$ cat config.mk
export PLATFORM = sky130hd
export DESIGN_NAME = sseg_scan_capture
export DESIGN_NICKNAME = d
export VERILOG_FILES = /design/src/rtl/sseg_scan_capture_pkg.sv /design/src/rtl/sseg_scan_capture_char_decode.sv /design/src/rtl/sseg_scan_capture.sv
export SDC_FILE = /design/constraint.sdc
export NUM_CORES = 1
export LEC_CHECK = 0
export CORE_ASPECT_RATIO = 0.8
export CORE_MARGIN = 3
export CORE_UTILIZATION = 35
export CTS_BUF_LIST = sky130_fd_sc_hd__clkbuf_8
export DETAILED_ROUTE_END_ITERATION = 10
export HOLD_SLACK_MARGIN = 0.1
export MAX_ROUTING_LAYER = met4
export PLACE_DENSITY = 0.57
export SETUP_SLACK_MARGIN = 0.15
export SYNTH_ARGS = -nofsm -noshare
export SYNTH_HDL_FRONTEND = slang
export SYNTH_HIERARCHICAL = 1
export SYNTH_SLANG_ARGS = --single-unit
$ cat constraint.sdc
create_clock -name clk -period 1.8 [get_ports clk]
set_input_delay 0.36 -clock clk [delete_from_list [all_inputs] [get_ports clk]]
set_output_delay 0.36 -clock clk [all_outputs]
set_load 0.02 [all_outputs]
$ cat src/rtl/sseg_scan_capture_pkg.sv
// Shared definitions for the seven-segment scan capture block: FSM states,
// glyph patterns, character codes and anode digit-select values.
package sseg_scan_capture_pkg;

    typedef enum logic [1:0] {
        ST_WAIT   = 2'd0,
        ST_SETTLE = 2'd1,
        ST_HOLD   = 2'd2
    } state_e;

    localparam logic [3:0] ANODE_D3    = 4'b0111;
    localparam logic [3:0] ANODE_D2    = 4'b1011;
    localparam logic [3:0] ANODE_D1    = 4'b1101;
    localparam logic [3:0] ANODE_D0    = 4'b1110;
    localparam logic [3:0] ANODE_BLANK = 4'b1111;

    // Active-low glyphs, dp (bit 7) off; bits 6:0 are segments g..a
    localparam logic [7:0] SEG_0    = 8'hC0;
    localparam logic [7:0] SEG_1    = 8'hF9;
    localparam logic [7:0] SEG_2    = 8'hA4;
    localparam logic [7:0] SEG_3    = 8'hB0;
    localparam logic [7:0] SEG_4    = 8'h99;
    localparam logic [7:0] SEG_5    = 8'h92;
    localparam logic [7:0] SEG_6    = 8'h82;
    localparam logic [7:0] SEG_7    = 8'hF8;
    localparam logic [7:0] SEG_8    = 8'h80;
    localparam logic [7:0] SEG_9    = 8'h90;
    localparam logic [7:0] SEG_A    = 8'h88;
    localparam logic [7:0] SEG_D    = 8'hA1;
    localparam logic [7:0] SEG_G    = 8'hC2;
    localparam logic [7:0] SEG_L    = 8'hC7;
    localparam logic [7:0] SEG_DASH = 8'hBF;
    localparam logic [7:0] SEG_P    = 8'h8C;
    localparam logic [7:0] SEG_R    = 8'hAF;
    localparam logic [7:0] SEG_U    = 8'hC1;

    localparam logic [4:0] CODE_A       = 5'd10;
    localparam logic [4:0] CODE_D       = 5'd13;
    localparam logic [4:0] CODE_G       = 5'd16;
    localparam logic [4:0] CODE_L       = 5'd21;
    localparam logic [4:0] CODE_DASH    = 5'd22;
    localparam logic [4:0] CODE_P       = 5'd25;
    localparam logic [4:0] CODE_R       = 5'd27;
    localparam logic [4:0] CODE_U       = 5'd29;
    localparam logic [4:0] UNKNOWN_CODE = 5'd31;

    // Character ROM as parallel tables; index 0 holds the '0' glyph
    localparam int NUM_GLYPHS = 18;
    localparam logic [NUM_GLYPHS-1:0][7:0] GLYPH_PAT = {
        SEG_U, SEG_R, SEG_P, SEG_DASH, SEG_L, SEG_G, SEG_D, SEG_A,
        SEG_9, SEG_8, SEG_7, SEG_6, SEG_5, SEG_4, SEG_3, SEG_2, SEG_1, SEG_0
    };
    localparam logic [NUM_GLYPHS-1:0][4:0] GLYPH_CODE = {
        CODE_U, CODE_R, CODE_P, CODE_DASH, CODE_L, CODE_G, CODE_D, CODE_A,
        5'd9, 5'd8, 5'd7, 5'd6, 5'd5, 5'd4, 5'd3, 5'd2, 5'd1, 5'd0
    };

    function automatic logic anode_onehot(input logic [3:0] a);
        return (a == ANODE_D3) || (a == ANODE_D2) || (a == ANODE_D1) || (a == ANODE_D0);
    endfunction

    function automatic logic [1:0] anode_slot(input logic [3:0] a);
        logic [1:0] s;
        s = 2'd0;
        case (a)
            ANODE_D3: s = 2'd3;
            ANODE_D2: s = 2'd2;
            ANODE_D1: s = 2'd1;
            default:  s = 2'd0;
        endcase
        return s;
    endfunction

endpackage

$ cat src/rtl/sseg_scan_capture_char_decode.sv
// Inverse character ROM: maps a segment pattern (dp ignored) back to its code.
module sseg_char_decode
    import sseg_scan_capture_pkg::*;
(
    input  logic [7:0] pattern,
    output logic [4:0] code,
    output logic       unknown
);

    always_comb begin
        code    = UNKNOWN_CODE;
        unknown = 1'b1;
        // Forcing bit 7 high on both sides makes the dp state irrelevant
        for (int i = 0; i < NUM_GLYPHS; i++) begin
            if ((pattern | 8'h80) == (GLYPH_PAT[i] | 8'h80)) begin
                code    = GLYPH_CODE[i];
                unknown = 1'b0;
            end
        end
    end

endmodule

$ cat src/rtl/sseg_scan_capture.sv
// Recovers displayed characters by sampling a multiplexed seven-segment scan:
// each digit is latched once its anode has been stable, four digits form a frame.
module sseg_scan_capture
    import sseg_scan_capture_pkg::*;
#(
    parameter int SETTLE_CYCLES = 4,
    parameter int FRAME_TIMEOUT = 1 << 20
) (
    input  logic        clk,
    input  logic        rst,
    input  logic [3:0]  anode,
    input  logic [7:0]  sseg,
    output logic [31:0] frame,
    output logic [19:0] codes,
    output logic [3:0]  unknown,
    output logic        frame_valid,
    output logic        frame_changed,
    output logic        glitch
);

    localparam int CNT_W = $clog2(SETTLE_CYCLES + 1);
    localparam int TMR_W = $clog2(FRAME_TIMEOUT + 1);

    state_e            state_q, state_d;
    logic [CNT_W-1:0]  cnt_q, cnt_d;
    logic [3:0]        sel_q, sel_d;
    logic [3:0][7:0]   slots_q, slots_d;
    logic [3:0]        captured_q, captured_d;
    logic [TMR_W-1:0]  timer_q, timer_d;
    logic [31:0]       frame_q, frame_d;
    logic              valid_q, valid_d;
    logic              changed_q, changed_d;
    logic              glitch_q, glitch_d;
    logic              first_q, first_d;
    logic [3:0]        prev_q, prev_d;
    logic              cap_en;

    always_comb begin
        state_d = state_q;
        cnt_d   = cnt_q;
        sel_d   = sel_q;
        cap_en  = 1'b0;
        case (state_q)
            ST_WAIT: begin
                if (anode_onehot(anode)) begin
                    sel_d = anode;
                    if (SETTLE_CYCLES <= 1) begin
                        cap_en  = 1'b1;
                        state_d = ST_HOLD;
                        cnt_d   = '0;
                    end else begin
                        state_d = ST_SETTLE;
                        cnt_d   = CNT_W'(1);
                    end
                end
            end
            ST_SETTLE: begin
                if (anode != sel_q) begin
                    if (anode_onehot(anode)) begin
                        sel_d = anode;
                        cnt_d = CNT_W'(1);
                    end else begin
                        state_d = ST_WAIT;
                        cnt_d   = '0;
                    end
                end else if (cnt_q + CNT_W'(1) == CNT_W'(SETTLE_CYCLES)) begin
                    cap_en  = 1'b1;
                    state_d = ST_HOLD;
                    cnt_d   = '0;
                end else begin
                    cnt_d = cnt_q + CNT_W'(1);
                end
            end
            ST_HOLD: begin
                if (anode != sel_q) begin
                    state_d = ST_WAIT;
                end
            end
            default: state_d = ST_WAIT;
        endcase
    end

    // Frame assembly: completion is applied before a same-cycle capture so
    // that capture becomes the first digit of the next frame.
    always_comb begin
        slots_d    = slots_q;
        captured_d = captured_q;
        timer_d    = timer_q;
        frame_d    = frame_q;
        valid_d    = 1'b0;
        changed_d  = 1'b0;
        first_d    = first_q;
        if (&captured_q) begin
            frame_d    = slots_q;
            valid_d    = 1'b1;
            changed_d  = first_q || (slots_q != frame_q);
            first_d    = 1'b0;
            captured_d = '0;
            timer_d    = '0;
        end else if (|captured_q) begin
            if (timer_q == TMR_W'(FRAME_TIMEOUT - 1)) begin
                captured_d = '0;
                timer_d    = '0;
            end else begin
                timer_d = timer_q + TMR_W'(1);
            end
        end
        if (cap_en) begin
            slots_d[anode_slot(anode)]    = sseg;
            captured_d[anode_slot(anode)] = 1'b1;
        end
        prev_d   = anode;
        glitch_d = !anode_onehot(anode) && (anode != ANODE_BLANK) && (anode != prev_q);
    end

    always_ff @(posedge clk) begin
        if (rst) begin
            state_q    <= ST_WAIT;
            cnt_q      <= '0;
            sel_q      <= ANODE_BLANK;
            slots_q    <= '1;
            captured_q <= '0;
            timer_q    <= '0;
            frame_q    <= 32'hFFFF_FFFF;
            valid_q    <= 1'b0;
            changed_q  <= 1'b0;
            glitch_q   <= 1'b0;
            first_q    <= 1'b1;
            prev_q     <= ANODE_BLANK;
        end else begin
            state_q    <= state_d;
            cnt_q      <= cnt_d;
            sel_q      <= sel_d;
            slots_q    <= slots_d;
            captured_q <= captured_d;
            timer_q    <= timer_d;
            frame_q    <= frame_d;
            valid_q    <= valid_d;
            changed_q  <= changed_d;
            glitch_q   <= glitch_d;
            first_q    <= first_d;
            prev_q     <= prev_d;
        end
    end

    for (genvar d = 0; d < 4; d++) begin : g_dec
        sseg_char_decode u_dec (
            .pattern (frame_q[d*8 +: 8]),
            .code    (codes[d*5 +: 5]),
            .unknown (unknown[d])
        );
    end

    assign frame         = frame_q;
    assign frame_valid   = valid_q;
    assign frame_changed = changed_q;
    assign glitch        = glitch_q;

endmodule

==> impl_metrics.tcl, run 1 <==
set metrics [dict create \
    cts_sinks 106 \
    drc 0 \
    core_area_mm2 0.0193 \
    worst_slew_pin_slew_ns 0.430 \
    vias 7262 \
    n_antenna_cell 0 \
    grt_pass1_vias 6884 \
    min_path_type "in2reg" \
    h-tree-depth 3 \
    fin_skew_ns 0.0124 \
    final-setup-viol-count 45 \
    syn_avg_cell_area_um2 8.42 \
    period_minus_slack_ns 2.30 \
    synth_fp_nets 842 \
    drt_iter0_markers 530 \
    critical_path_class "reg2out" \
    worstPathRequired_ns 1.44 \
    clkSlewWorstSetupHoldPaths_ns 0.10 \
    final_common_cell "buf_4" \
    synth_seq_cells 106 \
    tritoncts "done" \
    synth-edff-count 0 \
    reg2regPathDepth 8 \
    setup_ws_ns -0.501 \
    gp_congestion 0.831 \
    synthTopCellsByArea "dfxtp_1 31%, nand2_1 5.1%, nand3b_1 4.2%, xnor2_1 3.9%, a21oi_1 3.6%" \
    yosysWarnings 6 \
    synth.distinct_cells 78 \
    synth.cell_area_mm2 0.00695 \
    grt_pass1_wl_mm 35.1 \
    insertion_delay_ns 0.38 \
    drt_pass1_iterations 5 \
    start_util_pct 36.1 \
    crit_path_end_kind "primary output" \
    cts.root.buffer_cell "clkbuf_8" \
    post-route-period-util_pct 128 \
    grt_overflow 0 \
    nNetsFinal 1133 \
    synth_ff_type "dfxtp_1" \
    synth-seq-area-share_pct 30.5 \
    critPathLaunchType "flop" \
    hold_violations 0 \
    final_cell_mix "206 x buf_4, 92 x nand2_1, 80 x buf_6, 64 x dfxtp_1, 39 x nand3b_1" \
    maxCapViolCount 0 \
    cts_buffers 9 \
    die_area_mm2 0.0216 \
    path_max_fanout 7 \
    ant_nets 0 \
    wire_per_inst_um 15.9 \
    grt_max_degree 93 \
    yosysTopAreaCell "dfxtp_1" \
    layout-drive-gt1-share_pct 50.3 \
    peakVddDrop_mv 0.503 \
    rsz0062_at_grt "true" \
    drt-vias-per-instance 5.27 \
    slew-limit-headroom_pct 71.3 \
    timing.hold.ws_ns 0.392 \
    io-pin-count 73 \
    violations "negative setup slack" \
    max_freq_mhz 435 \
    drt_wl_total_mm 21.9 \
    area_growth_pct 63.3 \
    antenna_found_initial 0 \
    holdPathStages 4 \
    crit_arrival_ns 1.94 \
    die_y_um 132 \
    die_w_um 164 \
    rows 45 \
    p_leak_nw 4.71 \
    clockBufferDepth 2 \
    post-dp-hpwl_mm 13.6 \
    status "finished with violations" \
    finalSetupTns_ns -10.46 \
    port_buffers 72 \
    powerDensity_mw_per_mm2 358 \
    async_flop_share_pct 0 \
    p_total_w 0.00406 \
    slew_viol_final 0 \
    fill_cells 1690 \
    grt_usage_pct 20.0 \
    synth_top_area_share_pct 30.5 \
    syn_inst 825 \
]
## Yosys cell counts (7+ instances only)
cell type	instances
and4_1	7
nor3_1	37
buf_2	16
nand3b_1	39
a31oi_1	13
xnor2_1	31
a211oi_1	16
nand2_1	95
nand4_1	9
inv_1	8
nor4_1	19
a211o_2	7
xor2_1	26
dfxtp_1	106
and3_1	8
buf_6	15
o21ai_0	28
clkbuf_1	17
a211o_1	13
nor4_2	7
nor2_1	47
nand3_1	20
nand4b_1	12
a21oi_1	50
buf_4	22
and4b_1	7
o211ai_1	7
nor2b_1	21
## registers in the layout (all words and copies together) (netlist names)
signal	count
cnt_q	3
first_q	1
frame_valid	1
sel_q	4
timer_q	21
frame_changed	1
captured_q	4
slots_q	32
state_q	2
frame	32
prev_q	4
glitch	1
## metrics by stage
stage	setup WS (ns)	cells	util, %	area (um^2)
floorplan	-0.0384	825	-	7460
global placement	-0.489	1256	48.3	9300
detailed placement	-0.479	1256	48.3	9300
CTS	-0.498	1352	55.7	10700
global route	-0.595	1379	58.9	11300
finish	-0.501	1379	58.9	11300
## critical path: stages, from the launching register on
cell,delay (ns)
dfxtp_4,0.40
buf_6,0.14
a41o_1,0.21
a32o_2,0.26
buf_12,0.14
nor4_4,0.23
buf_4,0.17
## area by class of cell
class	count	area (um^2)	area share, %
clock buffers	9	124	1.09
inverters	14	52.6	0.463
clock inverters	7	62.6	0.551
multi-input cells	634	5300	46.7
well taps	258	323	2.84
flip-flops and latches	106	2240	19.8
repair buffers	351	3240	28.6
## final timing paths
path / end / startpoint / slack [ns]
worst max-delay path: unknown[1] / frame[13] / -0.50
worst min-delay path: timer_q[20] / rst / 0.39
worst max register to register: frame_changed / frame[24] / -0.11
worst min register to register: first_q / first_q / 0.49
## metal layers
metal  share of wire (%)  track usage, %  vias to the layer above  wire [um]
met2                  46            30.1                      125       9980
met5                   0               -                        -          0
met1                  50            28.4                     3494      10900
li1                    -               -                     3626          -
met3                 3.5            3.27                       17        776
met4                0.96            4.13                        0        211
## report_power, final
part           internal, W  switching, W  leakage, nW
logic             0.000138      0.000147         3.75
clock network     0.000630      0.000809       0.0992
registers          0.00233     0.0000143        0.859
## what timing repair did
action | in CTS | in global routing
buffers inserted | 74 | 27
cloned | 6 | 0
pin swaps | 66 | 62
endpoints found under the setup margin | 122 | 103
resized for setup | 366 | 120
hold buffers | 0 | 0
## kinds of logic (layout without fill, tap and decap cells)
group,Yosys count,after routing,synth area share (%)
buffers and inverters,85,381,7.85
flip-flops,106,106,30.5
AND/OR/NAND/NOR,390,390,34.8
AO/OA/AOI/OAI,182,182,18.7
multiplexers,1,1,0.144
adder cells (fa/ha/maj),3,3,0.540
XOR/XNOR,58,58,7.42
(Power assumes the default switching activity.)
==> inputs of run 2 (changes only) <==
--- a/config.mk
+++ b/config.mk
@@ -11,10 +11,10 @@
 export CTS_BUF_LIST = sky130_fd_sc_hd__clkbuf_8
 export DETAILED_ROUTE_END_ITERATION = 10
 export HOLD_SLACK_MARGIN = 0.1
-export MAX_ROUTING_LAYER = met4
 export PLACE_DENSITY = 0.57
 export SETUP_SLACK_MARGIN = 0.15
 export SYNTH_ARGS = -nofsm -noshare
 export SYNTH_HDL_FRONTEND = slang
 export SYNTH_HIERARCHICAL = 1
 export SYNTH_SLANG_ARGS = --single-unit
+export TNS_END_PERCENT = 20
==> run 2 against run 1 <==
  * The run still ends with negative setup slack left
  * Via count decreased by 2.8%
  * Worst setup slack improved by 0.022 ns
  * Sequential power about the same
  * Sequential share of layout area increased by 1.2 points
  * Register-to-register slack improved by 0.08 ns
  * Final cell count decreased by 2.8%
  * Fmax increased by 0.99%
  * Final area decreased by 6.0%
  * Largest power group unchanged
  * Highest routed layer unchanged
==> impl_metrics.tcl, run 2 (synthesis results as in run 1) <==
set metrics [dict create \
    status "finished with violations" \
    violations "negative setup slack" \
    drt_pass1_iterations 5 \
    cts_sinks 106 \
    wire_per_inst_um 15.4 \
    insertion_delay_ns 0.36 \
    peakVddDrop_mv 0.378 \
    placedCellCount 1262 \
    max_freq_mhz 439 \
    period_minus_slack_ns 2.28 \
    p_leak_nw 4.35 \
    dp_slack_ns -0.532 \
    slowest_delay_ns 0.39 \
    io-pin-count 73 \
    drt_wl_total_mm 20.7 \
    post-route-period-util_pct 127 \
    ant_nets 0 \
    grt_pass1_vias 6573 \
    cpMostUsedCell "buf_4" \
    stdcell_count 1341 \
    area_growth_pct 53.5 \
    maxCapViolCount 0 \
    finalSetupTns_ns -9.50 \
    clkSlewWorstSetupHoldPaths_ns 0.10 \
    crit_path_end_kind "primary output" \
    start_util_pct 36.1 \
    worstPathCellList "buf_4, buf_4, nor4_1, a32o_2, buf_6, nor4_4, buf_4" \
    worstPathRequired_ns 1.44 \
    clockBufferDepth 2 \
    final_common_cell "buf_4" \
    n_antenna_cell 0 \
    fin_skew_ns 0.0118 \
    p_total_w 0.00394 \
    setup_ws_ns -0.479 \
    port_buffers 72 \
    vias 7057 \
    grt_overflow 0 \
    critPathLaunchType "flop" \
    layout-drive-gt1-share_pct 46.3 \
    drt_iter0_markers 539 \
    slew_viol_final 0 \
    grt_max_degree 92 \
    drc 0 \
    rows 45 \
    final-setup-viol-count 25 \
    h-tree-depth 3 \
    cts.root.buffer_cell "clkbuf_8" \
    final_cell_mix "190 x buf_4, 92 x nand2_1, 68 x dfxtp_1, 62 x buf_6, 41 x a21oi_1" \
    min_path_type "in2reg" \
    path_max_fanout 7 \
    crit_slowest_cell "dfxtp_4" \
    drt-vias-per-instance 5.26 \
    core_area_mm2 0.0193 \
    post-dp-hpwl_mm 13.6 \
    critical_path_class "reg2out" \
    powerDensity_mw_per_mm2 369 \
    slew-limit-headroom_pct 65.1 \
    die_y_um 132 \
    gp_congestion 0.824 \
    antenna_found_initial 0 \
    tritoncts "done" \
    worst_slew_pin_slew_ns 0.518 \
    hold_violations 0 \
    ctsHoldBuffers 0 \
    rsz0062_at_grt "true" \
    cts_buffers 9 \
    die_area_mm2 0.0216 \
    die_w_um 164 \
    nNetsFinal 1095 \
    crit_arrival_ns 1.92 \
    grt_usage_pct 18.2 \
    grt_pass1_wl_mm 33.2 \
]
-- run 2: through the flow --
step           hold WS, ns  area, um^2  util [%]
2_1_floorplan        0.427        7330         -
3_3_place_gp         0.437        9240      48.0
3_5_place_dp         0.462        9240      48.0
4_1_cts              0.268       10200      53.2
5_1_grt              0.281       10700      55.4
6_report             0.298       10700      55.4
-- run 2: per-layer routing --
layer  track usage, %  vias to the layer above  wire length, um
met3             2.92                       22              830
met2             27.9                      157             9380
met1             27.0                     3336            10300
li1                 -                     3542                -
met4             3.52                        0              211
met5                0                        -                0
-- run 2: area by class of cell --
class	instances	area, um^2
clock buffers	11	151
repair buffers	313	2720
fillers	1724	8580
well taps	258	323
flip-flops and latches	106	2240
clock inverters	5	23.8
multi-input cells	634	5160
inverters	14	52.6
-- run 2: path summary, 6_finish.rpt --
| path | startpoint | slack, ns | end | depth (start not counted) |
|---|---|---|---|---|
| worst min-delay path | rst | 0.30 | prev_q[3] | 2 |
| worst min register to register | timer_q[20] | 0.49 | timer_q[20] | 2 |
| worst max register to register | frame[12] | -0.03 | frame_changed | 7 |
| worst max-delay path | frame[24] | -0.48 | unknown[3] | 7 |
-- run 2: timing repair --
item,4_1_cts,5_1_grt
gates resized for setup,327,111
cloned,0,0
pin swaps,81,65
buffers inserted,50,13
endpoints found under the setup margin,111,101
-- run 2: critical path, delay by kind of cell (launching register included) --
family,cells,cell delay [ns]
compound gates,1,0.28
buf+inv,4,0.57
flops,1,0.39
simple gates,2,0.31
-- run 2: where the power goes --
group	switching, W	total [W]	leakage, nW	internal, W
Clock	0.000772	0.00134	0.0991	0.000564
Sequential	0.0000137	0.00234	0.857	0.00232
Combinational	0.000142	0.000268	3.39	0.000125
==> inputs of run 3 (changes only) <==
--- a/config.mk
+++ b/config.mk
@@ -9,7 +9,9 @@
 export CORE_MARGIN = 3
 export CORE_UTILIZATION = 35
 export CTS_BUF_LIST = sky130_fd_sc_hd__clkbuf_8
+export CTS_CLUSTER_DIAMETER = 80
 export DETAILED_ROUTE_END_ITERATION = 10
+export GPL_TIMING_DRIVEN = 0
 export HOLD_SLACK_MARGIN = 0.1
 export PLACE_DENSITY = 0.57
 export SETUP_SLACK_MARGIN = 0.15
==> run 3 against run 2 <==
  * The flow still finishes with violations (negative setup slack)
  * Combinational power shrank 7%
  * First-iteration DRC count is 3.9% lower
  * Sequential cell count stayed put
  * Global-route usage increased by 0.54 points
  * Final cell count fell by 6.1%
  * Critical path depth shrank 1
  * Hold slack worse by 0.031 ns
  * Fmax is 5.1% lower
  * Via count decreased by 2.9%
  * Critical endpoint is now unknown[0]
==> impl_metrics.tcl, run 3 (synthesis results as in run 1) <==
set metrics [dict create \
    max_freq_mhz 417 \
    p_sw_share_pct 23.8 \
    grt_max_degree 17 \
    powerDensity_mw_per_mm2 400 \
    violations "negative setup slack" \
    grt_overflow 0 \
    wl_met2_mm 9.45 \
    slew_viol_final 0 \
    io-pin-count 73 \
    clkSlewWorstSetupHoldPaths_ns 0.10 \
    slowest_delay_ns 0.37 \
    r2r_start "cnt_q[0]" \
    placedCellCount 1153 \
    path_max_fanout 5 \
    drt-vias-per-instance 5.44 \
    dr_wl_met3_um 807 \
    period_minus_slack_ns 2.40 \
    gp_congestion 0.848 \
    drt_wl_total_mm 21.2 \
    status "finished with violations" \
    n_antenna_cell 0 \
    ant_nets 0 \
    grt_pass1_vias 6347 \
    finalSetupTns_ns -10.11 \
    p_total_w 0.00407 \
    start_util_pct 36.1 \
    clockBufferDepth 2 \
    dp_slack_ns -0.683 \
    maxCapViolCount 0 \
    hp-start "anode[0]" \
    internal-power_w 0.00310 \
    critPathLaunchType "flop" \
    layout-drive-gt1-share_pct 38.2 \
    rows 45 \
    critical_path_class "reg2out" \
    post-dp-hpwl_mm 14.1 \
    place_area_mm2 0.00835 \
    post-route-period-util_pct 133 \
    p_leak_nw 4.01 \
    nNetsFinal 1013 \
    crit_arrival_ns 2.04 \
    grt_pass1_wl_mm 33.5 \
    crit_path_end_kind "primary output" \
    cts.root.buffer_cell "clkbuf_8" \
    finalInstanceArea_mm2 0.0102 \
    vias 6851 \
    grt_usage_pct 18.7 \
    drt_iter0_markers 518 \
    stdcell_count 1259 \
    peakVddDrop_mv 0.601 \
    h-tree-depth 3 \
    worst_slew_pin_slew_ns 0.702 \
    crit_family "simple AND/OR/NAND/NOR gates" \
    core_area_mm2 0.0193 \
    worstPathRequired_ns 1.44 \
    fin_skew_ns 0.0162 \
    cts_buffers 9 \
    min_path_type "in2reg" \
    drc 0 \
    insertion_delay_ns 0.38 \
    p_switching_w 0.000969 \
    area_growth_pct 46.5 \
    worstPathCellList "buf_6, and4b_1, o21ai_2, o211ai_1, nor4_4, buf_4" \
    tritoncts "done" \
    final_cell_mix "94 x nand2_1, 78 x buf_4, 69 x dfxtp_1, 60 x buf_6, 44 x a21oi_1" \
    die_area_mm2 0.0216 \
    p_seq_share_pct 57.4 \
    setup_ws_ns -0.601 \
    final_common_cell "nand2_1" \
    final-setup-viol-count 24 \
    antenna_found_initial 0 \
    drt_pass1_iterations 5 \
    wire_per_inst_um 16.9 \
    die_y_um 132 \
    critPathBufInv 2 \
    slew-limit-headroom_pct 52.8 \
    die_w_um 164 \
    wl_met1_mm 10.8 \
    top_layer "met4" \
    port_buffers 70 \
    crit_slowest_cell "dfxtp_4" \
    cts_sinks 106 \
    comb_power_share_pct 6.1 \
    cp-startpoint "frame[3]" \
    clkPwrFrac_pct 36.4 \
    rsz0062_at_grt "true" \
    hold_violations 0 \
]
==> run 3: final cells by class <==
type,instances,area [um^2]
Clock inverter,6,58.8
Tap cell,258,323
Multi-Input combinational cell,634,5100
Fill cell,1816,9070
Sequential cell,106,2240
Buffer,71,712
Timing Repair Buffer,160,1560
Clock buffer,10,138
Inverter,14,52.6
==> run 3: per-layer routing <==
| metal | vias to the layer above | global-route usage, % |
|---|---|---|
| met1 | 3305 | 28.0 |
| li1 | 3380 | - |
| met2 | 150 | 28.2 |
| met4 | 0 | 3.76 |
| met3 | 16 | 3.33 |
| met5 | - | 0 |
==> run 3: power by group through the flow <==
stage	registers (W)	clock network [W]	logic (W)
after global placement	0.00241	0	0.000232
after global routing	0.00234	0.00162	0.000273
after detailed placement	0.00241	0	0.000231
final	0.00234	0.00148	0.000250
after floorplan	0.00241	0	0.000147
after CTS	0.00234	0.00155	0.000238
==> run 3: through the flow <==
step                hold slack, ns  util [%]
CTS                          0.227      49.9
detailed placement           0.444      43.4
floorplan                    0.427         -
finish                       0.267      52.9
global placement             0.440      43.4
global route                 0.246      52.9
==> run 3: timing repair <==
action	CTS	global route
setup endpoints to repair	143	122
hold buffers	0	0
gates cloned	8	5
buffers inserted	61	16
pin swaps	76	69
hold endpoints to repair	0	0
resized for setup	315	82
==> run 3: worst register-to-register path, stage by stage, from the launching register on <==
cell      delay [ns]
dfxtp_4         0.38
ha_4            0.17
xor2_4          0.20
nand3_4         0.17
a211oi_4        0.25
buf_6           0.17
nor2b_1         0.05
a211o_2         0.30
==> run 3: worst paths after layout <==
kind | endpoint | slack (ns) | cells past startpoint
hold reg to reg | timer_q[20] | 0.48 | 2
hold / removal | sel_q[0] | 0.27 | 2
setup reg to reg | slots_q[0] | 0.03 | 7
setup / recovery | unknown[0] | -0.60 | 6
